`config.mk`:
```
export PLATFORM = sky130hd
export DESIGN_NAME = protocol_tx
export DESIGN_NICKNAME = d
export VERILOG_FILES = /design/src/rtl/protocol_tx.sv
export SDC_FILE = /design/constraint.sdc
export NUM_CORES = 1
export LEC_CHECK = 0
export BUFFER_PORTS_ARGS = -buffer_cell sky130_fd_sc_hd__buf_2
export CAP_MARGIN = 20
export CORE_UTILIZATION = 62
export DETAILED_ROUTE_END_ITERATION = 10
export GPL_TIMING_DRIVEN = 1
export PLACE_DENSITY = 0.93
export SYNTH_ARGS = -nofsm -noshare
export SYNTH_HDL_FRONTEND = slang
export SYNTH_SLANG_ARGS = --single-unit
```
`constraint.sdc`:
```
create_clock -name i_clk -period 4.02 [get_ports i_clk]
set_input_delay 0 -clock i_clk [delete_from_list [all_inputs] [get_ports i_clk]]
set_output_delay 0 -clock i_clk [all_outputs]
set_load 0.005 [all_outputs]
```
`src/rtl/protocol_tx.sv`:
```
// Serial frame transmitter for the three-wire lamp link: 16-bit header {command, length} then length payload bytes, MSB first.
// Latency: cs falls and the first header bit appears on mosi one cycle after the start handshake; all outputs are registered.
// Backpressure: payload bytes are pulled one at a time; while no byte is offered the link stalls with cs low and dck low.
module protocol_tx #(
  parameter int CLKS_PER_HALF = 4,
  parameter int CS_GAP        = 8
) (
  input  logic        i_clk,
  input  logic        i_rst_n,
  input  logic        i_start,
  input  logic [4:0]  i_command,
  input  logic [10:0] i_length,
  output logic        o_start_ready,
  input  logic [7:0]  i_data,
  input  logic        i_data_valid,
  output logic        o_data_ready,
  output logic        o_dck,
  output logic        o_cs,
  output logic        o_mosi,
  output logic        o_busy,
  output logic        o_error
);

  // One phase counter serves dck half-periods and the inter-frame gap, so size it for the longer of the two.
  localparam int MAXC = (CLKS_PER_HALF > CS_GAP) ? CLKS_PER_HALF : CS_GAP;
  localparam int CW   = $clog2(MAXC + 1);

  typedef enum logic [2:0] {IDLE, LOW, HIGH, FETCH, HOLD, GAP} state_t;

  state_t        state_q;
  logic [CW-1:0] cnt_q;
  logic [4:0]    bit_cnt_q;
  logic [10:0]   bytes_q;
  logic [15:0]   shift_q;

  logic          dck_q;
  logic          cs_q;
  logic          mosi_q;
  logic          busy_q;
  logic          data_ready_q;
  logic          error_q;
  logic          start_ready_q;

  logic [CW-1:0] cnt_d;
  logic [4:0]    bit_cnt_d;
  logic [10:0]   bytes_d;
  logic [15:0]   shift_d;
  logic          half_end;
  logic          gap_end;

  // Datapath helpers: next counter/shift values and phase-end detection.
  always_comb begin
    cnt_d     = cnt_q + CW'(1);
    bit_cnt_d = bit_cnt_q - 5'd1;
    bytes_d   = bytes_q - 11'd1;
    shift_d   = {shift_q[14:0], 1'b0};
    half_end  = (cnt_q == CW'(CLKS_PER_HALF - 1));
    gap_end   = (cnt_q == CW'(CS_GAP - 1));
  end

  // Frame sequencer with registered link and handshake outputs; reset aborts any frame without hold or gap.
  always_ff @(posedge i_clk) begin
    if (!i_rst_n) begin
      state_q       <= IDLE;
      cnt_q         <= '0;
      bit_cnt_q     <= '0;
      bytes_q       <= '0;
      shift_q       <= '0;
      dck_q         <= 1'b0;
      cs_q          <= 1'b1;
      mosi_q        <= 1'b0;
      busy_q        <= 1'b0;
      data_ready_q  <= 1'b0;
      error_q       <= 1'b0;
      start_ready_q <= 1'b1;
    end else begin
      error_q <= 1'b0;
      case (state_q)
        IDLE: begin
          start_ready_q <= 1'b1;
          busy_q        <= 1'b0;
          cs_q          <= 1'b1;
          dck_q         <= 1'b0;
          data_ready_q  <= 1'b0;
          if (i_start && start_ready_q) begin
            if (i_length != '0) begin
              shift_q       <= {i_command, i_length};
              bytes_q       <= i_length;
              bit_cnt_q     <= 5'd16;
              cnt_q         <= '0;
              mosi_q        <= i_command[4];
              cs_q          <= 1'b0;
              busy_q        <= 1'b1;
              start_ready_q <= 1'b0;
              state_q       <= LOW;
            end else begin
              // A zero-length frame could never be terminated by the receiver.
              error_q <= 1'b1;
            end
          end
        end

        LOW: begin
          if (half_end) begin
            cnt_q   <= '0;
            dck_q   <= 1'b1;
            state_q <= HIGH;
          end else begin
            cnt_q <= cnt_d;
          end
        end

        HIGH: begin
          if (half_end) begin
            cnt_q     <= '0;
            dck_q     <= 1'b0;
            bit_cnt_q <= bit_cnt_d;
            if (bit_cnt_q > 5'd1) begin
              // mosi only moves together with the falling dck edge.
              shift_q <= shift_d;
              mosi_q  <= shift_q[14];
              state_q <= LOW;
            end else if (bytes_q != '0) begin
              data_ready_q <= 1'b1;
              state_q      <= FETCH;
            end else begin
              state_q <= HOLD;
            end
          end else begin
            cnt_q <= cnt_d;
          end
        end

        FETCH: begin
          if (i_data_valid) begin
            shift_q      <= {i_data, 8'h00};
            mosi_q       <= i_data[7];
            bytes_q      <= bytes_d;
            bit_cnt_q    <= 5'd8;
            data_ready_q <= 1'b0;
            cnt_q        <= '0;
            state_q      <= LOW;
          end
        end

        HOLD: begin
          if (half_end) begin
            cnt_q   <= '0;
            cs_q    <= 1'b1;
            mosi_q  <= 1'b0;
            state_q <= GAP;
          end else begin
            cnt_q <= cnt_d;
          end
        end

        GAP: begin
          if (gap_end) begin
            cnt_q         <= '0;
            busy_q        <= 1'b0;
            start_ready_q <= 1'b1;
            state_q       <= IDLE;
          end else begin
            cnt_q <= cnt_d;
          end
        end

        default: state_q <= IDLE;
      endcase
    end
  end

  assign o_start_ready = start_ready_q;
  assign o_data_ready  = data_ready_q;
  assign o_dck         = dck_q;
  assign o_cs          = cs_q;
  assign o_mosi        = mosi_q;
  assign o_busy        = busy_q;
  assign o_error       = error_q;

endmodule

```
==> impl_metrics.tcl, run 1 <==
set metrics [dict create \
    drive_gt1_frac 0.163 \
    drc_errors 0 \
    reg2reg_to "shift_q[6]" \
    synth_cell_types 59 \
    holdCritStartpoint "i_command[3]" \
    wl_per_cell_um 16.5 \
    setup_viol 0 \
    relSlewSlack 0.273 \
    power.clock.fraction 0.151 \
    hp-class "input port to flop" \
    area_growth_pct 11.4 \
    synth_area_mm2 0.00269 \
    grt_max_degree 39 \
    via_per_inst 6.70 \
    post-route-period-util 0.710 \
    wl_mm 6.67 \
    worst_pin_slew_ns 1.09 \
    syn_inst 331 \
    seq_area_frac_synth 0.335 \
    maxSlewViolCount 0 \
    power.internal_mw 1.30 \
    setup_tns_ns 0 \
    core_mm2 0.00409 \
    clkLatencyLatePin_ns 0.30 \
    fin_skew_ns 0.00587 \
    die_h_um 67.9 \
    nets 386 \
    htreeDepth 2 \
    start_util 0.659 \
    gp_congestion 0.851 \
    diodes 0 \
    final_common_cell "dfxtp_1" \
    yosysWarnings 0 \
    cts_root_buf "clkbuf_8" \
    row_count 23 \
    syn_area_per_cell_um2 8.13 \
    critical_path.max_stage_delay_ns 1.05 \
    pin_count 35 \
    cp-start-kind "flop" \
    worstPathArrival_ns 3.07 \
    clk_pin_slew_ns 0.09 \
    numClockSinks 45 \
    chipWidth_um 67.9 \
    rsz0062_at_grt "false" \
    crit_path_cell_trace "inv_1 -> o2111a_1 -> nor4_4 -> buf_4 -> nor2_1 -> a211oi_2" \
    synthesis.nets 363 \
    fmax_mhz 351 \
    cts_tree "done" \
    comb_power_share 0.524 \
    final_cell_mix "dfxtp_1, nand2_1, buf_2" \
    cts.path.max_buffers 2 \
    period_minus_slack_ns 2.85 \
    startpoint "state_q[0]" \
    drt_iter0_drc 263 \
    hpwl_mm 4.40 \
    grt_util_all_layers 0.320 \
    synth_ff_type "dfxtp_1" \
    p_leak_nw 1.19 \
    nFillCells 302 \
    synth_seq_cells 45 \
    io_buffer_count 34 \
    synth_async_sr_flop_share 0 \
    critPathMaxFanout 27 \
    fp.dieArea_mm2 0.00461 \
    first_global_vias 2395 \
    antenna_found_initial 0 \
    critPathRequiredTime_ns 4.24 \
    seqPwrFrac 0.325 \
    cp_slowest_cell "dfxtp_1" \
    numCtsBuffers 5 \
    grt_pass1_wl_mm 11.1 \
    critPathCaptureType "flop" \
    antenna_left 0 \
    final_hold_viol_count 0 \
    swShare 0.455 \
    outcome "finished clean" \
    worstSetupPathType "flop to flop" \
    drt_pass1_iterations 5 \
    peakVddDrop_mv 0.498 \
    gr-total-overflow 0 \
    crit_end "shift_q[6]" \
    r2r_slack_ns 1.17 \
    cap_violations 0 \
    vias 2714 \
    r2r_cells 6 \
    timing.rr.start "state_q[0]" \
    powerDensity_mw_per_mm2 798 \
    setup_slack_ns 1.17 \
    power_switching_mw 1.09 \
    synth-edff-count 0 \
    pre_cts_slack_ns 1.24 \
]
[cells by family after synthesis]
group / share of synthesized area
fa+ha+maj: 0.0186
flops: 0.335
buf+inv: 0.0511
compound gates: 0.290
mux: 0.0595
simple gates: 0.246
[synthesized netlist by cell type, drive strengths merged, types with 7 or more instances]
library cell / n / share of area
dfxtp: 45 / 0.33
nand2: 38 / 0.053
a21oi: 29 / 0.055
nor2: 29 / 0.040
o21ai: 23 / 0.043
mux2i: 16 / 0.060
clkbuf: 13 / 0.018
a211oi: 12 / 0.048
and3: 12 / 0.028
buf: 11 / 0.022
nor3: 10 / 0.027
inv: 7 / 0.0098
o2111ai: 7 / 0.023
[power groups by stage]
| stage | clock network (mW) | logic (mW) | registers [mW] |
|---|---|---|---|
| floorplan | 0 | 1.07 | 0.689 |
| CTS | 0.362 | 1.23 | 0.770 |
| detailed placement | 0 | 1.21 | 0.779 |
| global placement | 0 | 1.17 | 0.771 |
| finish | 0.362 | 1.25 | 0.778 |
| global route | 0.381 | 1.37 | 0.802 |
[worst min path at each step]
stage          depth (start not counted)  slack (ns)     endpoint
2_1_floorplan                          2        0.14   bytes_q[6]
3_3_place_gp                           3        0.29  shift_q[11]
3_5_place_dp                           3        0.29   bytes_q[0]
4_1_cts                                3       0.005  shift_q[13]
5_1_grt                                3        0.05  shift_q[14]
6_report                               3        0.01  shift_q[14]
[layer usage]
layer  share of wire  global-route usage  vias to the layer above
li1                -                   -                     1280
met1            0.42               0.416                     1284
met4           0.021               0.115                        0
met3           0.077              0.0683                       17
met5               0                   0                        -
met2            0.49               0.522                      133
[registers in the layout, summed over array words and instances (netlist names)]
| name | flops |
|---|---|
| bit_cnt_q | 5 |
| shift_q | 15 |
| o_data_ready | 1 |
| o_busy | 1 |
| o_error | 1 |
| cnt_q | 4 |
| o_mosi | 1 |
| bytes_q | 11 |
| o_cs | 1 |
| state_q | 3 |
| o_dck | 1 |
| o_start_ready | 1 |
[worst max-delay path: cells and delay by family (launching register included)]
family	cells	cell delay (ns)
AOI/OAI and AO/OA	2	0.48
buffers and inverters	2	0.82
DFF	1	1.05
and+or+nand+nor	2	0.41
[timing repair]
item                                   in CTS  in global routing
setup buffers                               0                  0
hold buffers                                4                  1
resized for setup                           0                  0
endpoints found under the hold margin       5                  1
[through the flow]
stage	util	area (um^2)	cells	total power, mW	hold slack, ns
after floorplan	-	2690	331	1.76	0.140
after global placement	0.693	2830	392	1.94	0.288
after detailed placement	0.693	2830	392	1.99	0.291
after CTS	0.731	2990	404	2.37	0.00455
after global routing	0.734	3000	405	2.55	0.0454
final	0.734	3000	405	2.39	0.0148
[layout make-up]
cell class | instances | area (um^2) | share of cell area
clock inverter | 1 | 30.0 | 0.0100
inverter | 8 | 30.0 | 0.0100
tap | 50 | 62.6 | 0.0209
sequential | 45 | 901 | 0.300
clock buffer | 7 | 86.3 | 0.0288
timing repair buffer | 40 | 228 | 0.0759
multi-input combinational | 254 | 1660 | 0.554
(Power assumes the default switching activity.)
==> run 2: changes to the inputs <==
--- a/config.mk
+++ b/config.mk
@@ -7,10 +7,10 @@
 export LEC_CHECK = 0
 export BUFFER_PORTS_ARGS = -buffer_cell sky130_fd_sc_hd__buf_2
 export CAP_MARGIN = 20
-export CORE_UTILIZATION = 62
+export CORE_UTILIZATION = 58
 export DETAILED_ROUTE_END_ITERATION = 10
 export GPL_TIMING_DRIVEN = 1
-export PLACE_DENSITY = 0.93
+export PLACE_DENSITY = 0.88
 export SYNTH_ARGS = -nofsm -noshare
 export SYNTH_HDL_FRONTEND = slang
 export SYNTH_SLANG_ARGS = --single-unit
==> constraint.sdc (replaced) <==
create_clock -name i_clk -period 2.98 [get_ports i_clk]
set_input_delay 0 -clock i_clk [delete_from_list [all_inputs] [get_ports i_clk]]
set_output_delay 0 -clock i_clk [all_outputs]
set_load 0.005 [all_outputs]
==> run 2 against run 1 <==
  * Flip-flop and latch count stayed put
  * Hold slack better by 0.0025 ns
  * Clock power is 5.5% higher
  * Setup slack worse by 0.66 ns
  * Die area is 6.7% higher
  * Design area is 0.13% lower
  * Via count is 1.5% lower
  * Sequential share of layout area hardly changed
  * Highest routed layer unchanged
  * Register-to-register slack worse by 0.66 ns
  * Global-route usage is 3.9 points lower
==> impl_metrics.tcl, run 2 (synthesis gave the netlist of run 1 again) <==
set metrics [dict create \
    p_leak_nw 1.20 \
    diodes 0 \
    cts_tree "done" \
    area_growth_pct 11.3 \
    die_h_um 70.1 \
    gp_congestion 0.798 \
    hold_depth 3 \
    vias 2673 \
    drive_gt1_frac 0.175 \
    antenna_found_initial 0 \
    cts.path.max_buffers 2 \
    hpwl_mm 4.46 \
    post-route-util 0.679 \
    r2r_cells 5 \
    reg_top3 "shift_q: 15 flops, bytes_q: 11 flops, bit_cnt_q: 5 flops" \
    fp.dieArea_mm2 0.00492 \
    peakVddDrop_mv 0.578 \
    worstSetupPathType "flop to flop" \
    drt_pass1_iterations 5 \
    clkLatencyLatePin_ns 0.31 \
    cts_root_buf "clkbuf_8" \
    powerDensity_mw_per_mm2 1050 \
    largest_reg_flops 15 \
    drt_iter0_drc 219 \
    nets 390 \
    drc_errors 0 \
    io_buffer_count 34 \
    regMostFlops "shift_q" \
    core_mm2 0.00441 \
    period_minus_slack_ns 2.47 \
    grt_util_all_layers 0.281 \
    clk_pin_slew_ns 0.09 \
    cp-start-kind "flop" \
    numCtsBuffers 5 \
    fin_skew_ns 0.00649 \
    worstPathArrival_ns 2.69 \
    critical_path.max_stage_delay_ns 0.75 \
    holdCritStartpoint "i_command[1]" \
    outcome "finished clean" \
    post_dp_cell_area_mm2 0.00287 \
    crit_path_cell_trace "nor3_4 -> nand4_1 -> a41oi_2 -> a211oi_1 -> a211oi_1" \
    via_per_inst 6.50 \
    relSlewSlack 0.408 \
    antenna_left 0 \
    fmax_mhz 405 \
    first_global_vias 2326 \
    chipWidth_um 70.1 \
    grt_max_degree 38 \
    r2r_slack_ns 0.51 \
    grt_pass1_wl_mm 11.1 \
    start_util 0.610 \
    critPathCaptureType "flop" \
    critPathRequiredTime_ns 3.20 \
    hold_end "shift_q[12]" \
    setup_tns_ns 0 \
    final_hold_viol_count 0 \
    row_count 24 \
    wl_per_cell_um 16.1 \
    startpoint "state_q[1]" \
    setup_viol 0 \
    maxSlewViolCount 0 \
    cp_slowest_cell "a41oi_2" \
    hp-class "input port to flop" \
    nFillCells 360 \
    htreeDepth 2 \
    final_common_cell "dfxtp_1" \
    post-route-period-util 0.829 \
    cap_violations 0 \
    worst_pin_slew_ns 0.887 \
    pin_count 35 \
    timing.rr.start "state_q[1]" \
    rsz0062_at_grt "false" \
    numClockSinks 45 \
    wl_mm 6.63 \
    whs_ns 0.0173 \
    gr-total-overflow 0 \
    critPathMaxFanout 22 \
    worst_path_most_repeated_cell "a211oi_1" \
    reg2reg_to "bytes_q[1]" \
    final_cell_mix "dfxtp_1, nand2_1, buf_2" \
    stdcell_area_mm2 0.00300 \
]
==> run 2: cell count changes in the layout (fill, tap and decap cells not counted) <==
cell           change
buf_4              +5
bufinv_16          -1
clkinv_2           +2
dlygate4sd3_1      -1
clkbuf_8           -1
==> run 2: worst max-delay path: cells and delay by family, from the launching register on <==
kind / cells / cell delay [ns]
AO/OA/AOI/OAI: 3 / 1.09
AND/OR/NAND/NOR: 2 / 0.74
flip-flops: 1 / 0.55
==> run 2: metrics by stage <==
stage | setup slack, ns | cells | power, mW
finish | 0.510 | 411 | 3.14
global route | 0.332 | 411 | 3.37
CTS | 0.580 | 411 | 3.11
detailed placement | 0.600 | 399 | 2.72
global placement | 0.687 | 399 | 2.66
floorplan | 0.982 | 331 | 2.37
==> run 2: worst max path at each step <==
| stage | to | slack [ns] | cells after the start |
|---|---|---|---|
| CTS | bytes_q[1] | 0.58 | 5 |
| global route | bytes_q[1] | 0.33 | 5 |
| global placement | bytes_q[1] | 0.69 | 5 |
| detailed placement | bytes_q[1] | 0.60 | 5 |
| floorplan | shift_q[5] | 0.98 | 7 |
| finish | bytes_q[1] | 0.51 | 5 |
==> run 2: metal layers <==
layer,track usage,up-vias,part of all wire
met2,0.439,97,0.47
met5,0,-,0
met3,0.0635,9,0.064
met1,0.377,1279,0.45
li1,-,1288,-
met4,0.109,0,0.014
==> run 2: cell type report <==
cell class                 count  area (um^2)  area share
tap                           52         65.1      0.0217
multi-input combinational    254         1660       0.555
inverter                       8         30.0      0.0100
clock inverter                 2         10.0     0.00334
timing repair buffer          44          255      0.0852
clock buffer                   6         72.6      0.0242
sequential                    45          901       0.301
==> run 2: power breakdown <==
part,switching (mW),leakage [nW],internal (mW)
registers,0.210,0.370,0.807
clock network,0.219,0.0450,0.163
logic,1.04,0.782,0.700
total,1.47,1.20,1.67
==> run 2: repair_timing <==
action	in CTS	in global routing
hold endpoints to repair	5	0
hold buffers	4	0
gates resized for setup	0	0
buffers inserted	0	0
==> run 3: changes to the inputs <==
--- a/config.mk
+++ b/config.mk
@@ -7,10 +7,10 @@
 export LEC_CHECK = 0
 export BUFFER_PORTS_ARGS = -buffer_cell sky130_fd_sc_hd__buf_2
 export CAP_MARGIN = 20
-export CORE_UTILIZATION = 58
+export CORE_UTILIZATION = 52
 export DETAILED_ROUTE_END_ITERATION = 10
 export GPL_TIMING_DRIVEN = 1
-export PLACE_DENSITY = 0.88
+export PLACE_DENSITY = 0.84
 export SYNTH_ARGS = -nofsm -noshare
 export SYNTH_HDL_FRONTEND = slang
 export SYNTH_SLANG_ARGS = --single-unit
==> constraint.sdc (replaced) <==
create_clock -name i_clk -period 2.25 [get_ports i_clk]
set_input_delay 0 -clock i_clk [delete_from_list [all_inputs] [get_ports i_clk]]
set_output_delay 0 -clock i_clk [all_outputs]
set_load 0.005 [all_outputs]
==> run 3 against run 2 <==
  * Fmax rose by 12%
  * Largest cell class unchanged
  * First-iteration DRC count rose by 9.1%
  * Via count grew 1.0%
  * Critical endpoint is now shift_q[12]
  * Flip-flop and latch count unchanged
  * Design area increased by 7.5%
==> impl_metrics.tcl, run 3 (synthesis gave the netlist of run 1 again) <==
set metrics [dict create \
    final_cell_mix "dfxtp_1, nand2_1, buf_2" \
    fin_skew_ns 0.00864 \
    grt_pass1_wl_mm 11.2 \
    grt_util_all_layers 0.265 \
    io_buffer_count 34 \
    gp_congestion 0.835 \
    p_leak_nw 1.30 \
    fp.dieArea_mm2 0.00547 \
    peakVddDrop_mv 0.771 \
    htreeDepth 2 \
    row_count 25 \
    diodes 0 \
    nFillCells 378 \
    wl_mm 6.98 \
    die_h_um 73.9 \
    outcome "finished clean" \
    post-route-period-util 0.977 \
    hold_end "shift_q[14]" \
    drt_iter0_drc 239 \
    r2r_slack_ns 0.05 \
    period_minus_slack_ns 2.20 \
    fmax_mhz 455 \
    drc_errors 0 \
    pre_cts_slack_ns 0.145 \
    hold_depth 3 \
    chipWidth_um 73.9 \
    holdCritStartpoint "i_command[3]" \
    clk_pin_slew_ns 0.09 \
    gr-total-overflow 0 \
    cap_violations 0 \
    cts_root_buf "clkbuf_8" \
    numCtsBuffers 5 \
    pin_count 35 \
    first_global_vias 2449 \
    grt_max_degree 38 \
    relSlewSlack 0.658 \
    critPathMaxFanout 14 \
    post_dp_cell_area_mm2 0.00299 \
    numClockSinks 45 \
    reg2reg_to "shift_q[12]" \
    reg_top3 "shift_q: 15 flops, bytes_q: 11 flops, bit_cnt_q: 5 flops" \
    maxSlewViolCount 0 \
    setup_slack_ns 0.0515 \
    start_util 0.555 \
    critPathRequiredTime_ns 2.45 \
    worst_pin_slew_ns 0.512 \
    drt_pass1_iterations 4 \
    vias 2701 \
    clkLatencyLatePin_ns 0.30 \
    whs_ns 0.00910 \
    hp-class "input port to flop" \
    cts.path.max_buffers 2 \
    dp.cells 426 \
    hpwl_mm 4.64 \
    stdcell_area_mm2 0.00322 \
    nets 407 \
    area_growth_pct 19.7 \
    setup_viol 0 \
    layoutNonFillerInstCount 443 \
    wl_per_cell_um 15.8 \
    final_common_cell "dfxtp_1" \
    regMostFlops "shift_q" \
    via_per_inst 6.10 \
    worstPathArrival_ns 2.40 \
    cts_tree "done" \
    worstSetupPathType "flop to flop" \
    critPathCaptureType "flop" \
    regArea_um2 903 \
    r2r_cells 7 \
    antenna_found_initial 0 \
    multi_input_area_mm2 0.00167 \
    antenna_left 0 \
    final_hold_viol_count 0 \
    largest_reg_flops 15 \
    cp-start-kind "flop" \
    core_mm2 0.00485 \
    timing.rr.start "cnt_q[0]" \
    powerDensity_mw_per_mm2 1460 \
    drive_gt1_frac 0.223 \
]
-- run 3: cell count changes in the layout (fill, tap and decap cells not counted), moves of 2 or more --
| cell | delta |
|---|---|
| buf_4 | +14 |
| clkinv_2 | -2 |
| dfxtp_1 | -2 |
| dfxtp_2 | +2 |
-- run 3: critical path: stages (launching register included) --
cell       delay, ns
dfxtp_2         0.36
ha_2            0.20
or3b_4          0.42
a211o_4         0.37
nor4_4          0.31
buf_4           0.19
clkbuf_16       0.17
o21ai_1         0.07
-- run 3: how the worst max path moves through the flow --
stage / start / end / slack (ns)
final: cnt_q[0] / shift_q[12] / 0.05
after global routing: cnt_q[0] / shift_q[8] / -0.0003
after CTS: cnt_q[0] / shift_q[3] / 0.12
after detailed placement: cnt_q[0] / shift_q[3] / 0.14
after global placement: cnt_q[0] / shift_q[3] / 0.21
after floorplan: cnt_q[0] / shift_q[5] / 0.25
-- run 3: per-layer routing --
layer,vias to the layer above,part of all wire,track usage
li1,1315,-,-
met1,1276,0.44,0.363
met2,93,0.47,0.411
met3,17,0.063,0.0407
met4,0,0.026,0.120
met5,-,0,0
-- run 3: layout make-up --
type                            instances  share of cell area
Clock buffer                            5              0.0214
Clock inverter                          3              0.0144
Inverter                                8             0.00932
Multi-Input combinational cell        254               0.519
Sequential cell                        45               0.280
Tap cell                               67              0.0260
Timing Repair Buffer                   61               0.129
-- run 3: what timing repair did --
| action | 4_1_cts | 5_1_grt |
|---|---|---|
| setup endpoints to repair | 0 | 6 |
| hold buffers | 5 | 0 |
| hold endpoints to repair | 6 | 0 |
| gates resized for setup | 0 | 4 |
| buffers inserted | 0 | 3 |
-- run 3: metrics by stage --
step | utilization | total power [mW] | TNS, ns
after global routing | 0.664 | 5.05 | -0.000339
after CTS | 0.652 | 4.47 | 0
after floorplan | - | 3.14 | 0
final | 0.664 | 4.71 | 0
after global placement | 0.618 | 3.73 | 0
after detailed placement | 0.618 | 3.81 | 0
-- run 3: power breakdown --
part | internal, mW | switching (mW)
logic | 1.25 | 1.51
clock network | 0.333 | 0.299
registers | 1.07 | 0.252
total | 2.65 | 2.06
